$ cat config.mk
export PLATFORM = sky130hd
export DESIGN_NAME = bp_fetch_seq_flat
export DESIGN_NICKNAME = d
export VERILOG_FILES = /design/src/rtl/bp_fetch_seq_if.sv /design/src/rtl/bp_fetch_seq.sv /design/src/flat_wrapper.sv
export SDC_FILE = /design/constraint.sdc
export NUM_CORES = 1
export LEC_CHECK = 0
export BUFFER_PORTS_ARGS = -buffer_cell sky130_fd_sc_hd__buf_2
export CORE_ASPECT_RATIO = 1.4
export CORE_MARGIN = 2
export CORE_UTILIZATION = 30
export DETAILED_ROUTE_END_ITERATION = 6
export REMOVE_ABC_BUFFERS = 1
export SLEW_MARGIN = 20
export SYNTH_ARGS = -nofsm -noshare
export SYNTH_HDL_FRONTEND = slang
export SYNTH_SLANG_ARGS = --single-unit
$ cat constraint.sdc
create_clock -name i_clk -period 7.1 [get_ports i_clk]
set_input_delay 1.42 -clock i_clk [delete_from_list [all_inputs] [get_ports i_clk]]
set_output_delay 1.42 -clock i_clk [all_outputs]
set_load 0.05 [all_outputs]
$ cat src/rtl/bp_fetch_seq_if.sv
// rtl/bp_fetch_seq_if.sv - fetch request, pre-decode response and flush bundle for bp_fetch_seq
// Ports (slave = sequencer side):
//   i_flush_valid/i_flush_pc          redirect the fetch stream
//   o_req_valid/o_req_addr/i_req_ready fetch request handshake
//   i_pd_valid/i_pd_jmp/i_pd_pc/i_pd_npc pre-decoded memory response
//   o_resp_valid/o_resp_pc/o_resp_drop forwarded or discarded response
//   o_redirect, o_outstanding, o_err_order status
interface bp_fetch_seq_if #(
    parameter int RISCV_ARCH = 64,
    parameter int QDEPTH     = 4
);
    localparam int CW = $clog2(QDEPTH) + 1;

    logic                  i_flush_valid;
    logic [RISCV_ARCH-1:0] i_flush_pc;
    logic                  o_req_valid;
    logic [RISCV_ARCH-1:0] o_req_addr;
    logic                  i_req_ready;
    logic                  i_pd_valid;
    logic                  i_pd_jmp;
    logic [RISCV_ARCH-1:0] i_pd_pc;
    logic [RISCV_ARCH-1:0] i_pd_npc;
    logic                  o_resp_valid;
    logic [RISCV_ARCH-1:0] o_resp_pc;
    logic                  o_resp_drop;
    logic                  o_redirect;
    logic [CW-1:0]         o_outstanding;
    logic                  o_err_order;

    modport slave (
        input  i_flush_valid, i_flush_pc, i_req_ready,
        input  i_pd_valid, i_pd_jmp, i_pd_pc, i_pd_npc,
        output o_req_valid, o_req_addr,
        output o_resp_valid, o_resp_pc, o_resp_drop,
        output o_redirect, o_outstanding, o_err_order
    );

    modport master (
        output i_flush_valid, i_flush_pc, i_req_ready,
        output i_pd_valid, i_pd_jmp, i_pd_pc, i_pd_npc,
        input  o_req_valid, o_req_addr,
        input  o_resp_valid, o_resp_pc, o_resp_drop,
        input  o_redirect, o_outstanding, o_err_order
    );
endinterface

$ cat src/rtl/bp_fetch_seq.sv
// rtl/bp_fetch_seq.sv - fetch-address sequencer with in-order outstanding FIFO and jump redirect
// Ports:
//   i_clk  clock
//   i_rst  synchronous active-high reset
//   bus    bp_fetch_seq_if.slave: flush input, fetch request handshake,
//          pre-decoder response input, response/redirect/status outputs
module bp_fetch_seq #(
    parameter int RISCV_ARCH = 64,
    parameter int QDEPTH     = 4
) (
    input  logic              i_clk,
    input  logic              i_rst,
    bp_fetch_seq_if.slave     bus
);
    localparam int PW = $clog2(QDEPTH);
    localparam int CW = PW + 1;
    localparam logic [CW-1:0] DEPTH = CW'(QDEPTH);

    typedef enum logic {IDLE, RUN} state_t;

    state_t                state;
    logic [RISCV_ARCH-1:0] req_addr;
    logic [RISCV_ARCH-1:0] fifo [QDEPTH];
    logic [PW-1:0]         wr_ptr;
    logic [PW-1:0]         rd_ptr;
    logic [CW-1:0]         count;
    logic [CW-1:0]         discard_cnt;
    logic                  err_order;

    logic                  pop;
    logic                  push;
    logic                  stale;
    logic                  resp_ok;
    logic                  redirect;
    logic                  order_bad;
    logic [RISCV_ARCH-1:0] head;
    logic [RISCV_ARCH-1:0] next_entry;
    logic [RISCV_ARCH-1:0] expected;

    assign pop     = bus.i_pd_valid && (count != '0);
    // A response in a flush cycle belongs to the abandoned stream.
    assign stale   = (discard_cnt != '0) || bus.i_flush_valid;
    assign resp_ok = pop && !stale;

    assign head       = fifo[rd_ptr];
    assign next_entry = fifo[rd_ptr + PW'(1)];
    // The address that will follow the head: the next queued entry, or the
    // not-yet-issued req_addr when the head is the only one in flight.
    assign expected   = (count >= CW'(2)) ? next_entry : req_addr;
    assign redirect   = resp_ok && bus.i_pd_jmp && (bus.i_pd_npc != expected);

    // Masking by redirect keeps the stale req_addr from ever reaching memory.
    assign bus.o_req_valid = (state == RUN) && (count != DEPTH)
                           && !bus.i_flush_valid && !redirect;
    assign push = bus.o_req_valid && bus.i_req_ready;

    assign order_bad = (bus.i_pd_valid && (count == '0))
                     || (resp_ok && (bus.i_pd_pc != head));

    assign bus.o_req_addr    = req_addr;
    assign bus.o_resp_valid  = resp_ok;
    assign bus.o_resp_pc     = resp_ok ? bus.i_pd_pc : '0;
    assign bus.o_resp_drop   = pop && stale;
    assign bus.o_redirect    = redirect;
    assign bus.o_outstanding = count;
    assign bus.o_err_order   = err_order;

    always_ff @(posedge i_clk) begin
        if (i_rst) begin
            state       <= IDLE;
            req_addr    <= '0;
            wr_ptr      <= '0;
            rd_ptr      <= '0;
            count       <= '0;
            discard_cnt <= '0;
            err_order   <= 1'b0;
        end else begin
            if (push) begin
                fifo[wr_ptr] <= req_addr;
                wr_ptr       <= wr_ptr + PW'(1);
            end
            if (pop) begin
                rd_ptr <= rd_ptr + PW'(1);
            end
            count <= count + CW'(push) - CW'(pop);

            if (bus.i_flush_valid) begin
                state       <= RUN;
                req_addr    <= bus.i_flush_pc;
                discard_cnt <= count - CW'(pop);
            end else if (redirect) begin
                req_addr    <= bus.i_pd_npc;
                discard_cnt <= count - CW'(1);
            end else begin
                if (push) begin
                    req_addr <= req_addr + RISCV_ARCH'(4);
                end
                if (pop && (discard_cnt != '0)) begin
                    discard_cnt <= discard_cnt - CW'(1);
                end
            end

            if (order_bad) begin
                err_order <= 1'b1;
            end
        end
    end
endmodule

$ cat src/flat_wrapper.sv
// flat-port wrapper written by rule: the top's interface ports become plain ports
module bp_fetch_seq_flat 
#(
    parameter int RISCV_ARCH = 64,
    parameter int QDEPTH     = 4
)
  (i_clk, i_rst, bus_i_flush_valid, bus_i_flush_pc, bus_i_req_ready, bus_i_pd_valid, bus_i_pd_jmp, bus_i_pd_pc, bus_i_pd_npc, bus_o_req_valid, bus_o_req_addr, bus_o_resp_valid, bus_o_resp_pc, bus_o_resp_drop, bus_o_redirect, bus_o_outstanding, bus_o_err_order);
  bp_fetch_seq_if #(.RISCV_ARCH(RISCV_ARCH), .QDEPTH(QDEPTH)) bus_i ();
  input  logic i_clk;
  input  logic i_rst;
  input wire logic [$bits(bus_i.i_flush_valid)-1:0] bus_i_flush_valid;
  input wire logic [$bits(bus_i.i_flush_pc)-1:0] bus_i_flush_pc;
  input wire logic [$bits(bus_i.i_req_ready)-1:0] bus_i_req_ready;
  input wire logic [$bits(bus_i.i_pd_valid)-1:0] bus_i_pd_valid;
  input wire logic [$bits(bus_i.i_pd_jmp)-1:0] bus_i_pd_jmp;
  input wire logic [$bits(bus_i.i_pd_pc)-1:0] bus_i_pd_pc;
  input wire logic [$bits(bus_i.i_pd_npc)-1:0] bus_i_pd_npc;
  output wire logic [$bits(bus_i.o_req_valid)-1:0] bus_o_req_valid;
  output wire logic [$bits(bus_i.o_req_addr)-1:0] bus_o_req_addr;
  output wire logic [$bits(bus_i.o_resp_valid)-1:0] bus_o_resp_valid;
  output wire logic [$bits(bus_i.o_resp_pc)-1:0] bus_o_resp_pc;
  output wire logic [$bits(bus_i.o_resp_drop)-1:0] bus_o_resp_drop;
  output wire logic [$bits(bus_i.o_redirect)-1:0] bus_o_redirect;
  output wire logic [$bits(bus_i.o_outstanding)-1:0] bus_o_outstanding;
  output wire logic [$bits(bus_i.o_err_order)-1:0] bus_o_err_order;
  assign bus_i.i_flush_valid = bus_i_flush_valid;
  assign bus_i.i_flush_pc = bus_i_flush_pc;
  assign bus_i.i_req_ready = bus_i_req_ready;
  assign bus_i.i_pd_valid = bus_i_pd_valid;
  assign bus_i.i_pd_jmp = bus_i_pd_jmp;
  assign bus_i.i_pd_pc = bus_i_pd_pc;
  assign bus_i.i_pd_npc = bus_i_pd_npc;
  assign bus_o_req_valid = bus_i.o_req_valid;
  assign bus_o_req_addr = bus_i.o_req_addr;
  assign bus_o_resp_valid = bus_i.o_resp_valid;
  assign bus_o_resp_pc = bus_i.o_resp_pc;
  assign bus_o_resp_drop = bus_i.o_resp_drop;
  assign bus_o_redirect = bus_i.o_redirect;
  assign bus_o_outstanding = bus_i.o_outstanding;
  assign bus_o_err_order = bus_i.o_err_order;
  bp_fetch_seq #(.RISCV_ARCH(RISCV_ARCH), .QDEPTH(QDEPTH)) u_core (.i_clk(i_clk), .i_rst(i_rst), .bus(bus_i));
endmodule
# Word level (Yosys, flattened, before mapping)
# Memories as Yosys holds them, arrays and structs flattened. A register that Yosys moved wholly into a read port is not among the register bits.
# Cells that the tools add are included.
[totals]
input_bits = 198
memories = 1
regBits = 76
mem_bits_rw = 256
[op_classes]
n_lt_le_gt_ge = 1
mux = 13
addsub = 8
eq_ne = 3
n_reduce_logical = 22
[mem_list]
columns = ["memory", "depth", "width", "read_ports", "rd_ports_with_merged_regs", "wr", "line", "rtl"]
rows = [
  ["u_core.fifo", 4, 64, 2, 1, 1, "bp_fetch_seq.sv:23", "logic [RISCV_ARCH-1:0] fifo [QDEPTH];"],
]
[op_table]
columns = ["cell", "count"]
rows = [
  ["$mux 64", 5],
  ["$ne 64x64->1", 2],
  ["$add 64x3->64 const B", 1],
  ["$logic_and 1x1->1", 12],
  ["$reduce_bool 3->1", 4],
  ["$mux 3", 3],
  ["$sub 3x1->3", 2],
  ["$sub 3x1->3 const B", 2],
  ["$add 2x1->2 const B", 2],
  ["$mux 2", 2],
  ["$add 3x1->3", 1],
  ["$ge 3x2->1 const B", 1],
  ["$logic_not 1->1", 3],
  ["$logic_not 3->1", 1],
  ["$mux 1", 3],
  ["$ne 3x3->1 const B", 1],
  ["$logic_or 1x1->1", 2],
]

# Logic depth before layout (Yosys ltp)
[depth]
depth_word = 12
depth_mapped = 20
ltp_nobuf = 16

# Worst setup path before layout
# OpenSTA, ideal clock, no wires.
[synth_path]
kind = "input-to-reg"
startpoint = "in bus_i_pd_npc[35]"
endpoint = "mem u_core.fifo[0][0], enable pin"
n_path_buf = 0
arrival_time_ps = 5028
path_stages = 10
setup_ps = 429
path_slack_ps = 1643
required_time_ps = 6671
cell_sequence = "nor2b_1 a2111o_1 nor4_1 nand4_1 a221oi_2 nand4_2 o21ai_4 inv_2 nor3_4 and3_1"
[synth_between]
elab_chain_len = 8
[synth_rtl]
columns = ["item", "line", "rtl"]
rows = [
  ["from (decl)", "flat_wrapper.sv:17", "input wire logic [$bits(bus_i.i_pd_npc)-1:0] bus_i_pd_npc;"],
  ["$ne 64x64->1", "bp_fetch_seq.sv:50", "assign redirect = resp_ok && bus.i_pd_jmp && (bus.i_pd_npc != expected);"],
  ["$logic_and 1x1->1", "bp_fetch_seq.sv:50", ""],
  ["$logic_not 1->1", "bp_fetch_seq.sv:54", "&& !bus.i_flush_valid && !redirect;"],
  ["$logic_and 1x1->1", "bp_fetch_seq.sv:54", ""],
  ["$logic_and 1x1->1", "bp_fetch_seq.sv:55", "assign push = bus.o_req_valid && bus.i_req_ready;"],
  ["$mux 1", "bp_fetch_seq.sv:78", "if (push) begin"],
  ["$mux 1", "bp_fetch_seq.sv:69", "if (i_rst) begin"],
  ["$mux 1 (not written as such)", "bp_fetch_seq.sv:79", "fifo[wr_ptr] <= req_addr;"],
  ["to (decl)", "bp_fetch_seq.sv:23", ""],
]
# Every way passes these cells.

# Worst setup path in the final report
[layout_path]
startpoint = "reg u_core.rd_ptr[0]"
endpoint = "out bus_o_redirect"
[layout_between]
elab_chain_len = 5
[layout_rtl]
columns = ["item", "line", "rtl"]
rows = [
  ["from (decl)", "bp_fetch_seq.sv:25", "logic [PW-1:0] rd_ptr;"],
  ["from (signal assigned)", "bp_fetch_seq.sv:83", "rd_ptr <= rd_ptr + PW'(1);"],
  ["$add 2x1->2", "bp_fetch_seq.sv:46", "assign next_entry = fifo[rd_ptr + PW'(1)];"],
  ["$mem_v2 4x64", "n/a", ""],
  ["$mux 64", "bp_fetch_seq.sv:49", "assign expected = (count >= CW'(2)) ? next_entry : req_addr;"],
  ["$ne 64x64->1", "bp_fetch_seq.sv:50", ""],
  ["$logic_and 1x1->1", "bp_fetch_seq.sv:50", ""],
  ["to (decl)", "flat_wrapper.sv:23", "output wire logic [$bits(bus_i.o_redirect)-1:0] bus_o_redirect;"],
]
# Every way passes these cells.

==> impl_metrics.yaml <==
outcome:
  status: "finished clean"
synth:
  synth_commonest_cells: "edfxtp_1, xnor2_1, mux4_2"
  syn_inst: 1499
  yosysTopAreaCell: "edfxtp_1"
  ys_async_sr_fraction_pct: 0
  yosys_warnings: 0
  postSynthAreaPerCell_um2: 12.5
  synth_area_leaders: "edfxtp_1, mux4_2, dfxtp_1"
  syn-cell-area_um2: 18800
  synthDistinctLibCells: 68
  synth_edf_count: 256
  synth_top_area_share_pct: 41.0
  yosys_register_bits: 334
  yosys_most_used_dff: "edfxtp_1"
  synth.most_common_cell: "edfxtp_1"
  synth.yosys.seq_area_share_pct: 49.3
worst_setup_path:
  cp-startpoint: "u_core.rd_ptr[0]"
  cp.depth: 10
  worst_r2r_path_depth: 12
  startpoint_type: "register"
  crit_path_end_kind: "output port"
  worst-path-buf-inv: 3
  cpMaxStageDelayCell: "dfxtp_2"
  max_stage_delay_ns: 0.80
  crit_family: "simple AND/OR/NAND/NOR gates"
  required_ns: 5.68
  path_class: "reg -> out"
  cp_max_fo: 27
  ff2ff_setup_slack_ns: 1.39
  r2r-start: "u_core.rd_ptr[0]"
  worstReg2RegEnd: "u_core.fifo[0][21]"
  cp.arrival_ns: 4.82
  cp_cell_sequence: "mux4_2 > xor2_1 > nor4_1 > nand4_1 > a221oi_2 > nand4_2 > o21ai_4 > inv_2 > buf_4 > buf_2"
  critPathCapture: "bus_o_redirect"
routing:
  routedWlPerCell_um: 29.7
  viasPerCell: 5.82
  drt_iter0_drc: 1514
  ant_nets: 0
  drc: 0
  num_vias: 15554
  dr.pass1.iters: 6
  wl_um: 79200
sta:
  min_period_ns: 6.24
  skew_ns: 0.0295
  tightestPinTransition_ns: 1.11
  setup_violations: 0
  hold_viol: 0
  rsz0062_at_grt: "no"
  finalMaxSlewViolations: 0
  fin_setup_tns_ns: 0
  slew-limit-headroom_pct: 25.7
  fmax_mhz: 160
  period_share_pct: 87.8
  holdWs_ns: 0.503
clock_tree:
  cts_sinks: 334
  clock_path_buffers: 3
  cts_hold_buf: 0
  cts_setup_buffers: 0
  root_buffer: "clkbuf_16"
  cts_tree: "built"
  clk_latency_ns: 0.54
  clkSlewWorstSetupHoldPaths_ns: 0.07
  numCtsBuffers: 35
  cts_resized: 0
  htreeDepth: 2
global_route:
  grt_use_total_pct: 24.0
  grt_pass1_vias: 15350
  antenna_found_initial: 14
  grt_max_degree: 69
  grt_pass1_wl_um: 111000
  grt_overflow: 0
worst_hold_path:
  hold_class: "reg -> reg"
die:
  io_pins: 334
  placementRows: 108
  die_w_um: 215
  dieArea_um2: 64600
  core_area_um2: 61900
  die_height_um: 300
  initial_core_util_pct: 30.3
finish:
  fin_area_um2: 22700
  num-nets-final: 2026
  area_delta_synth_final_pct: 21.1
  finalNonFillerCells: 2671
  drive_above_1_share_pct: 31.7
place:
  gp_congestion: 0.977
  dp_hpwl_um: 59700
  dp_cells: 2604
  portBuffers: 333
  post_dp_cell_area_um2: 21500
job:
  cap_violations: 0
pwr:
  p_leak_nw: 7.78
  irDropWorstVdd_v: 0.000178
  p_per_area_nw_per_um2: 290
## placed cells by master (no fill, tap or decap), types with 42 or more instances in the layout
| master | netlist | final |
|---|---|---|
| buf_2 | 14 | 332 |
| edfxtp_1 | 256 | 256 |
| xnor2_1 | 167 | 167 |
| mux4_2 | 126 | 126 |
| nand2_1 | 90 | 90 |
| dfxtp_1 | 78 | 74 |
| and2_1 | 67 | 67 |
| nor2_1 | 56 | 55 |
| nand4_1 | 49 | 49 |
| o21ai_0 | 48 | 48 |
| nand3_1 | 42 | 42 |
## report_power, final
group / internal (mW) / switching [mW] / leakage (nW) / total, mW
logic: 0.850 / 1.37 / 4.22 / 2.22
clock network: 1.11 / 0.790 / 0.567 / 1.90
registers: 2.21 / 0.257 / 2.99 / 2.47
total: 4.17 / 2.42 / 7.78 / 6.59
## how the worst min path moves through the flow
stage / startpoint / endpoint / slack, ns / depth (start not counted)
after CTS: u_core.state / u_core.state / 0.51 / 2
final: u_core.bus.o_err_order / u_core.bus.o_err_order / 0.50 / 2
after global placement: u_core.bus.o_err_order / u_core.bus.o_err_order / 0.46 / 2
after global routing: u_core.bus.o_err_order / u_core.bus.o_err_order / 0.55 / 2
after floorplan: u_core.state / u_core.state / 0.46 / 2
after detailed placement: u_core.bus.o_err_order / u_core.bus.o_err_order / 0.49 / 2
## area by class of cell
| type | instances | area (um^2) |
|---|---|---|
| flip-flops and latches | 334 | 9260 |
| diodes | 4 | 10.0 |
| multi-input cells | 1039 | 9010 |
| inverters | 30 | 113 |
| repair buffers | 376 | 2120 |
| clock inverters | 22 | 221 |
| well taps | 825 | 1030 |
| clock buffers | 41 | 951 |
| fillers | 6130 | 39200 |
## per-stage QoR
step | util, % | worst slack, ns | power (mW)
after floorplan | - | -1.40 | 3.89
after global placement | 34.8 | 1.40 | 4.69
after detailed placement | 34.8 | 1.39 | 4.72
after CTS | 36.7 | 0.934 | 6.60
after global routing | 36.7 | 0.782 | 6.80
final | 36.7 | 0.865 | 6.59
## routing by layer
layer  up-vias  track usage [%]  part of all wire, %
met1      7762             28.1                   35
met4        20             15.6                  7.6
li1       6475                -                    -
met3       229             4.46                  9.0
met2      1068             40.3                   48
met5         -                0                 0.14
## logic make-up after synthesis
logic type	Yosys count	share of synthesized area (%)
AND/OR/NAND/NOR	437	12.5
multiplexers	136	15.7
XOR/XNOR	206	9.62
flip-flops	334	49.3
buffers and inverters	126	2.79
AO/OA/AOI/OAI	248	9.32
adder cells (fa/ha/maj)	12	0.840
## sequential cells by signal (all words and copies together) (netlist names), named ones only
name / count
u_core.fifo: 256
u_core.bus.o_req_addr: 64
u_core.bus.o_outstanding: 3
u_core.discard_cnt: 3
u_core.rd_ptr: 2
u_core.wr_ptr: 2
u_core.bus.o_err_order: 1
u_core.state: 1
## worst register-to-register path, delay by kind of cell (launching register included)
kind | cells | cell delay (ns)
buffers and inverters | 3 | 0.66
xor gates and xnor gates | 1 | 0.17
and+or+nand+nor | 5 | 2.39
AOI/OAI and AO/OA | 2 | 0.68
DFF | 1 | 0.80
muxes | 1 | 0.66
No activity file was read; power rests on OpenSTA's default activity.
